### config.mk
export PLATFORM = sky130hd
export DESIGN_NAME = instruction_fetch_unit_flat
export DESIGN_NICKNAME = d
export VERILOG_FILES = /design/src/rtl/instruction_fetch_unit_pkg.sv /design/src/rtl/instruction_fetch_unit_if.sv /design/src/rtl/instruction_fetch_unit_fetch_wait_timer.sv /design/src/rtl/instruction_fetch_unit.sv /design/src/flat_wrapper.sv
export SDC_FILE = /design/constraint.sdc
export NUM_CORES = 1
export LEC_CHECK = 0
export CORE_MARGIN = 4
export CORE_UTILIZATION = 39
export DETAILED_ROUTE_END_ITERATION = 12
export GPL_TIMING_DRIVEN = 0
export PLACE_DENSITY = 0.69
export SETUP_SLACK_MARGIN = 0.02
export SLEW_MARGIN = 20
export SYNTH_ARGS = -nofsm -noshare
export SYNTH_HDL_FRONTEND = slang
export SYNTH_HIERARCHICAL = 1
export SYNTH_SLANG_ARGS = --single-unit
### constraint.sdc
create_clock -name CLK -period 2.7 [get_ports CLK]
set_input_delay 0.405 -clock CLK [delete_from_list [all_inputs] [get_ports CLK]]
set_output_delay 0.405 -clock CLK [all_outputs]
set_load 0.005 [all_outputs]
### src/rtl/instruction_fetch_unit_pkg.sv
// Shared constants for the instruction fetch unit: FSM encodings and parameter defaults.
package instruction_fetch_unit_pkg;

    typedef enum logic [1:0] {
        FS_IDLE = 2'd0,
        FS_WAIT = 2'd1,
        FS_POLL = 2'd2,
        FS_HOLD = 2'd3
    } fetch_state_t;

    localparam int unsigned PC_INC_DEFAULT       = 2;
    localparam logic [15:0] RESET_VECTOR_DEFAULT = 16'h0000;

    // The IDLE cycle that issues ADDR already counts as the first wait state.
    function automatic int unsigned wait_load_value(input int unsigned wait_states);
        return (wait_states > 1) ? wait_states - 1 : 0;
    endfunction

endpackage

### src/rtl/instruction_fetch_unit_if.sv
// Phase strobes, jump request and instruction-memory bus seen by the fetch unit.
interface instruction_fetch_unit_if #(
    parameter int ADDR_W = 16
);
    logic              FETCH;
    logic              DECODE;
    logic              EXECUTE;
    logic              COMMIT;
    logic              STOPPED;
    logic              JMP_REQ;
    logic              JMP_REL;
    logic [ADDR_W-1:0] JMP_OFFSET;
    logic              MEM_READY;
    logic              PC_ENX;
    logic [ADDR_W-1:0] ADDR;
    logic              RD;
    logic [ADDR_W-1:0] PC;
    logic              BUS_ERR;

    modport master (
        input  FETCH, DECODE, EXECUTE, COMMIT, STOPPED,
        input  JMP_REQ, JMP_REL, JMP_OFFSET, MEM_READY,
        output PC_ENX, ADDR, RD, PC, BUS_ERR
    );

    modport slave (
        output FETCH, DECODE, EXECUTE, COMMIT, STOPPED,
        output JMP_REQ, JMP_REL, JMP_OFFSET, MEM_READY,
        input  PC_ENX, ADDR, RD, PC, BUS_ERR
    );
endinterface

### src/rtl/instruction_fetch_unit_fetch_wait_timer.sv
// Loadable down-counter; expire flags the cycle whose decrement brings the count to zero.
module fetch_wait_timer #(
    parameter int W = 8
) (
    input  logic         CLK,
    input  logic         RESET,
    input  logic         load,
    input  logic [W-1:0] load_val,
    input  logic         dec,
    output logic         expire
);
    logic [W-1:0] count_reg;

    always_ff @(posedge CLK or posedge RESET) begin
        if (RESET) begin
            count_reg <= '0;
        end else if (load) begin
            count_reg <= load_val;
        end else if (dec && (count_reg != '0)) begin
            count_reg <= count_reg - W'(1);
        end
    end

    assign expire = (count_reg <= W'(1));
endmodule

### src/rtl/instruction_fetch_unit.sv
// Program counter owner and instruction-memory read sequencer; stalls FETCH until data is valid.
module instruction_fetch_unit
    import instruction_fetch_unit_pkg::*;
#(
    parameter int                ADDR_W       = 16,
    parameter logic [ADDR_W-1:0] RESET_VECTOR = ADDR_W'(RESET_VECTOR_DEFAULT),
    parameter int                PC_INC       = PC_INC_DEFAULT,
    parameter int                WAIT_STATES  = 1,
    parameter int                TIMEOUT      = 15
) (
    input  logic                       CLK,
    input  logic                       RESET,
    instruction_fetch_unit_if.master   bus
);
    localparam int            CW           = 8;
    localparam logic [CW-1:0] WAIT_LOAD    = CW'(wait_load_value(WAIT_STATES));
    localparam logic [CW-1:0] TIMEOUT_LOAD = CW'(TIMEOUT);

    fetch_state_t      state_reg;
    logic [ADDR_W-1:0] pc_reg;
    logic [ADDR_W-1:0] addr_reg;
    logic [ADDR_W-1:0] target_reg;
    logic              rd_reg;
    logic              bus_err_reg;
    logic              pending_reg;

    logic fetch_go;
    logic pc_enx;
    logic wait_load, wait_dec, wait_expire;
    logic to_load, to_dec, to_expire;

    assign fetch_go  = bus.FETCH && !bus.STOPPED;
    assign wait_load = (state_reg == FS_IDLE) && fetch_go;
    assign wait_dec  = (state_reg == FS_WAIT);
    assign to_load   = ((state_reg == FS_IDLE) && fetch_go && (WAIT_STATES <= 1)) ||
                       ((state_reg == FS_WAIT) && wait_expire);
    assign to_dec    = (state_reg == FS_POLL) && !bus.MEM_READY;

    fetch_wait_timer #(.W(CW)) u_wait_timer (
        .CLK      (CLK),
        .RESET    (RESET),
        .load     (wait_load),
        .load_val (WAIT_LOAD),
        .dec      (wait_dec),
        .expire   (wait_expire)
    );

    fetch_wait_timer #(.W(CW)) u_timeout_timer (
        .CLK      (CLK),
        .RESET    (RESET),
        .load     (to_load),
        .load_val (TIMEOUT_LOAD),
        .dec      (to_dec),
        .expire   (to_expire)
    );

    // Combinational so the sequencer never leaves FETCH before the word is valid.
    always_comb begin
        pc_enx = 1'b1;
        unique case (state_reg)
            FS_IDLE: if (fetch_go) pc_enx = (WAIT_STATES == 0) ? bus.MEM_READY : 1'b0;
            FS_WAIT: pc_enx = 1'b0;
            FS_POLL: pc_enx = bus.MEM_READY || to_expire;
            FS_HOLD: pc_enx = 1'b1;
        endcase
    end

    always_ff @(posedge CLK or posedge RESET) begin
        if (RESET) begin
            state_reg   <= FS_IDLE;
            addr_reg    <= RESET_VECTOR;
            rd_reg      <= 1'b0;
            bus_err_reg <= 1'b0;
        end else if (bus.STOPPED) begin
            state_reg <= FS_IDLE;
            rd_reg    <= 1'b0;
        end else begin
            unique case (state_reg)
                FS_IDLE: begin
                    if (bus.FETCH) begin
                        addr_reg <= pc_reg;
                        rd_reg   <= 1'b1;
                        if (WAIT_STATES == 0)
                            state_reg <= bus.MEM_READY ? FS_HOLD : FS_POLL;
                        else if (WAIT_STATES == 1)
                            state_reg <= FS_POLL;
                        else
                            state_reg <= FS_WAIT;
                    end
                end
                FS_WAIT: begin
                    if (wait_expire) state_reg <= FS_POLL;
                end
                FS_POLL: begin
                    if (bus.MEM_READY) begin
                        state_reg <= FS_HOLD;
                    end else if (to_expire) begin
                        // Stale word is accepted; the fault is only flagged.
                        bus_err_reg <= 1'b1;
                        state_reg   <= FS_HOLD;
                    end
                end
                FS_HOLD: begin
                    if (!bus.DECODE && !bus.FETCH) begin
                        state_reg <= FS_IDLE;
                        rd_reg    <= 1'b0;
                    end
                end
            endcase
        end
    end

    always_ff @(posedge CLK or posedge RESET) begin
        if (RESET) begin
            pc_reg      <= RESET_VECTOR;
            target_reg  <= '0;
            pending_reg <= 1'b0;
        end else if (!bus.STOPPED) begin
            if (pc_enx && bus.COMMIT) begin
                pc_reg      <= pending_reg ? target_reg : pc_reg + ADDR_W'(PC_INC);
                pending_reg <= 1'b0;
            end
            if (bus.EXECUTE && bus.JMP_REQ) begin
                target_reg  <= bus.JMP_REL ? pc_reg + bus.JMP_OFFSET : bus.JMP_OFFSET;
                pending_reg <= 1'b1;
            end
        end
    end

    assign bus.PC_ENX  = pc_enx;
    assign bus.ADDR    = addr_reg;
    assign bus.RD      = rd_reg;
    assign bus.PC      = pc_reg;
    assign bus.BUS_ERR = bus_err_reg;
endmodule
### src/flat_wrapper.sv
// flat-port wrapper written by rule: the top's interface ports become plain ports
module instruction_fetch_unit_flat import instruction_fetch_unit_pkg::*;
#(
    parameter int                ADDR_W       = 16,
    parameter logic [ADDR_W-1:0] RESET_VECTOR = ADDR_W'(RESET_VECTOR_DEFAULT),
    parameter int                PC_INC       = PC_INC_DEFAULT,
    parameter int                WAIT_STATES  = 1,
    parameter int                TIMEOUT      = 15
)
  (CLK, RESET, bus_FETCH, bus_DECODE, bus_EXECUTE, bus_COMMIT, bus_STOPPED, bus_JMP_REQ, bus_JMP_REL, bus_JMP_OFFSET, bus_MEM_READY, bus_PC_ENX, bus_ADDR, bus_RD, bus_PC, bus_BUS_ERR);
  instruction_fetch_unit_if #(.ADDR_W(ADDR_W)) bus_i ();
  input  logic CLK;
  input  logic RESET;
  input wire logic [$bits(bus_i.FETCH)-1:0] bus_FETCH;
  input wire logic [$bits(bus_i.DECODE)-1:0] bus_DECODE;
  input wire logic [$bits(bus_i.EXECUTE)-1:0] bus_EXECUTE;
  input wire logic [$bits(bus_i.COMMIT)-1:0] bus_COMMIT;
  input wire logic [$bits(bus_i.STOPPED)-1:0] bus_STOPPED;
  input wire logic [$bits(bus_i.JMP_REQ)-1:0] bus_JMP_REQ;
  input wire logic [$bits(bus_i.JMP_REL)-1:0] bus_JMP_REL;
  input wire logic [$bits(bus_i.JMP_OFFSET)-1:0] bus_JMP_OFFSET;
  input wire logic [$bits(bus_i.MEM_READY)-1:0] bus_MEM_READY;
  output wire logic [$bits(bus_i.PC_ENX)-1:0] bus_PC_ENX;
  output wire logic [$bits(bus_i.ADDR)-1:0] bus_ADDR;
  output wire logic [$bits(bus_i.RD)-1:0] bus_RD;
  output wire logic [$bits(bus_i.PC)-1:0] bus_PC;
  output wire logic [$bits(bus_i.BUS_ERR)-1:0] bus_BUS_ERR;
  assign bus_i.FETCH = bus_FETCH;
  assign bus_i.DECODE = bus_DECODE;
  assign bus_i.EXECUTE = bus_EXECUTE;
  assign bus_i.COMMIT = bus_COMMIT;
  assign bus_i.STOPPED = bus_STOPPED;
  assign bus_i.JMP_REQ = bus_JMP_REQ;
  assign bus_i.JMP_REL = bus_JMP_REL;
  assign bus_i.JMP_OFFSET = bus_JMP_OFFSET;
  assign bus_i.MEM_READY = bus_MEM_READY;
  assign bus_PC_ENX = bus_i.PC_ENX;
  assign bus_ADDR = bus_i.ADDR;
  assign bus_RD = bus_i.RD;
  assign bus_PC = bus_i.PC;
  assign bus_BUS_ERR = bus_i.BUS_ERR;
  instruction_fetch_unit #(.ADDR_W(ADDR_W), .RESET_VECTOR(RESET_VECTOR), .PC_INC(PC_INC), .WAIT_STATES(WAIT_STATES), .TIMEOUT(TIMEOUT)) u_core (.CLK(CLK), .RESET(RESET), .bus(bus_i));
endmodule
==> results.ini <==
[sta]
setup_viol_count_final=0
hold_violations=0
slew_violations=0
finalCritPeriodShare_pct=96.7
tightest_slew_ps=899
finalClockSkew_ps=8.10
slew_headroom_pct=39.5
period_needed_ps=2610
fmax_ghz=0.383
rsz0062_at_grt=true
fin_tns_setup_ps=0

[final_layout]
num_antenna_cells=0
final_cell_area_sq_um=5660
n_fill_cell=1000
drive_gt1_share_pct=12.7
final_nets=609
syn_to_final_growth_pct=28.5

[power_and_ir_drop]
p_leak_uw=0.00236
powerDensity_nw_per_um2=871
p_int_uw=3190
comb_power_share_pct=38.2
irDropWorstVdd_v=0.000376
switching_power_uw=1740
switching_share_pct=35.4
seqPwrFrac_pct=36.0
finalPower_uw=4930
clock_power_share_pct=25.8

[floorplan]
start_util_pct=40.3
num_rows=38
fp.dieH_um=114
core_sq_um=10900
ioPinCount=61
die_area_sq_um=13100
die_w_um=114

[clocking]
clock_latency_ps=340
cts_hold_buf=0
numCtsBuffers=9
h-tree-depth=3
clk_pin_slew_ps=60
clock-root-buffer=clkbuf_16
cts_tree=done
cts_sinks=69
clockBufferDepth=2

[synth]
yosysTopAreaCellShare_pct=39.2
ys_types=66
synth_edf_count=0
avgSynthCellArea_sq_um=9.33
yosys_warnings=6
yosys.area.top_type=dfrtp_1
yosys-top-cells-area=dfrtp_1 39%, ha_1 6.3%, nand2_1 4.7%
synth_ff_type=dfrtp_1
synthTopCellsByCount=69 x dfrtp_1, 55 x nand2_1, 38 x o21ai_0, 31 x a21oi_1, 24 x nor2_1
async_flop_share_pct=100
ys_ff_latch=69
yosysMostFrequentCell=dfrtp_1
ys_seq_area_share_pct=39.2
syn_inst=472
syn_area_sq_um=4400

[worst_setup_path]
critPathTopFamily=simple AND/OR/NAND/NOR gates
cp-start-kind=register
path_depth=10
crit_buf_inv=2
timing.rr.start=u_core/u_timeout_timer/count_reg[4]$_DFFE_PP0P_
crit_slowest_cell=or4_1
worstPathMaxFanout=8
slowest_delay_ps=520
cp.arrival_ps=2880
r2r_slack_ps=90
endpoint_kind=register
rr_endpoint=u_core/bus.PC[5]$_DFFE_PP0P_
path_cells=or4_1, clkbuf_4, nor4_4, o31ai_1, o31ai_2, nand3_2, buf_4, or3_1, a21oi_1, a221o_1
worstRegToRegCells=10
crit_type=register to register
crit_required_ps=2970

[placed_design]
place_area_sq_um=5260
place.gp.congestion=0.907
portBuffers=60
hpwl_mm=8.72

[global_routing]
antenna_found_initial=0
grt_util_all_layers_pct=18.1
grt_max_degree=33
grt_pass1_wl_mm=19.1
grt_overflow_total=0
grt_pass1_vias=3968

[route]
dr_total_vias=4012
drtAntennaViolNets=0
avgRoutedWirePerCell_um=16.1
drc=0
dr.first_iter.drc_count=308
firstDrtPassIters=5
wirelength_mm=11.4
via_per_inst=5.69

[outcome]
outcome=complete, no violations

[run]
maxCapViolations=0

[worst_hold_path]
hold_path_class=input pin to asynchronous set/reset pin

==> worst register-to-register path, stage by stage, from the launching register on <==
cell	delay, ps
dfrtp_1	410
or4_1	520
clkbuf_4	200
nor4_4	180
o31ai_1	130
o31ai_2	110
nand3_2	180
buf_4	190
or3_1	350
a21oi_1	160
a221o_1	130
==> cell usage in the layout, fill, tap and decap left out, types with 6 or more instances in the layout <==
| cell type | n |
|---|---|
| nand2_1 | 54 |
| mux2i_1 | 14 |
| a21o_1 | 7 |
| clkbuf_16 | 9 |
| clkdlybuf4s50_1 | 59 |
| xnor2_1 | 9 |
| inv_1 | 8 |
| nor3b_1 | 7 |
| a21oi_1 | 31 |
| o21ai_0 | 36 |
| a31oi_1 | 6 |
| or4_1 | 6 |
| conb_1 | 16 |
| nand3_1 | 14 |
| o22ai_1 | 7 |
| nor2_1 | 23 |
| nor3_1 | 9 |
| clkbuf_1 | 9 |
| o211ai_1 | 13 |
| dfrtp_1 | 69 |
| ha_1 | 22 |
| mux2_2 | 16 |
==> power by group through the flow <==
| stage | logic (uW) | clock network, uW | registers (uW) |
|---|---|---|---|
| after floorplan | 1170 | 0 | 1660 |
| after global placement | 1760 | 0 | 1770 |
| after detailed placement | 1830 | 0 | 1780 |
| after CTS | 1860 | 1290 | 1770 |
| after global routing | 2090 | 1330 | 1830 |
| final | 1880 | 1270 | 1780 |
==> area by class of cell <==
class                   count  area, sq um  share of cell area (%)
multi-input cells         385         2640                    46.7
flip-flops and latches     69         1730                    30.5
repair buffers             64          649                    11.5
clock buffers               9          225                    3.98
well taps                 140          175                    3.10
clock inverters             7         97.6                    1.72
plain buffers              20         95.1                    1.68
inverters                  11         45.0                   0.796
==> metrics by stage <==
stage	hold slack (ps)	cells	setup slack, ps	utilization, %
floorplan	221	486	144	-
global placement	453	686	-285	47.8
CTS	427	704	45.2	51.4
finish	422	705	88.4	51.7
detailed placement	476	687	-358	48.1
global route	468	705	-29.5	51.7
==> per-layer routing <==
| metal | wire, um | up-vias | part of all wire, % | global-route usage, % |
|---|---|---|---|---|
| met5 | 0 | - | 0 | 0 |
| met4 | 156 | 0 | 1.4 | 6.02 |
| met3 | 509 | 13 | 4.5 | 3.54 |
| met2 | 5550 | 101 | 49 | 29.9 |
| met1 | 5160 | 1954 | 45 | 23.8 |
| li1 | - | 1944 | - | - |
==> how the worst max path moves through the flow <==
stage | startpoint | to | slack [ps]
floorplan | u_core/u_timeout_timer/count_reg[4]$_DFFE_PP0P_ | u_core/bus.PC[7]$_DFFE_PP0P_ | 140
global placement | bus_FETCH | u_core/u_timeout_timer/count_reg[7]$_DFFE_PP0P_ | -290
detailed placement | bus_JMP_OFFSET[0] | u_core/target_reg[14]$_DFFE_PP0P_ | -360
CTS | bus_JMP_OFFSET[0] | u_core/target_reg[14]$_DFFE_PP0P_ | 50
global route | u_core/u_timeout_timer/count_reg[4]$_DFFE_PP0P_ | u_core/bus.PC[5]$_DFFE_PP0P_ | -30
finish | u_core/u_timeout_timer/count_reg[4]$_DFFE_PP0P_ | u_core/bus.PC[5]$_DFFE_PP0P_ | 90
==> logic make-up (layout without fill, tap and decap cells) <==
family,count (synthesis),in the layout,synth area share [%]
other,2,16,0.171
AOI/OAI and AO/OA,150,150,22.9
muxes,31,31,7.53
xor gates and xnor gates,13,13,2.59
buffers and inverters,32,111,2.98
and+or+nand+nor,152,152,17.9
adders and majority gates,23,23,6.71
DFF,69,69,39.2
==> what timing repair did <==
| item | in CTS | in global routing |
|---|---|---|
| pin swaps | 2 | 1 |
| gates resized for setup | 6 | 14 |
| gates cloned | 0 | 0 |
| setup endpoints to repair | 20 | 20 |
| buffers inserted | 2 | 1 |
(Power assumes the default switching activity.)
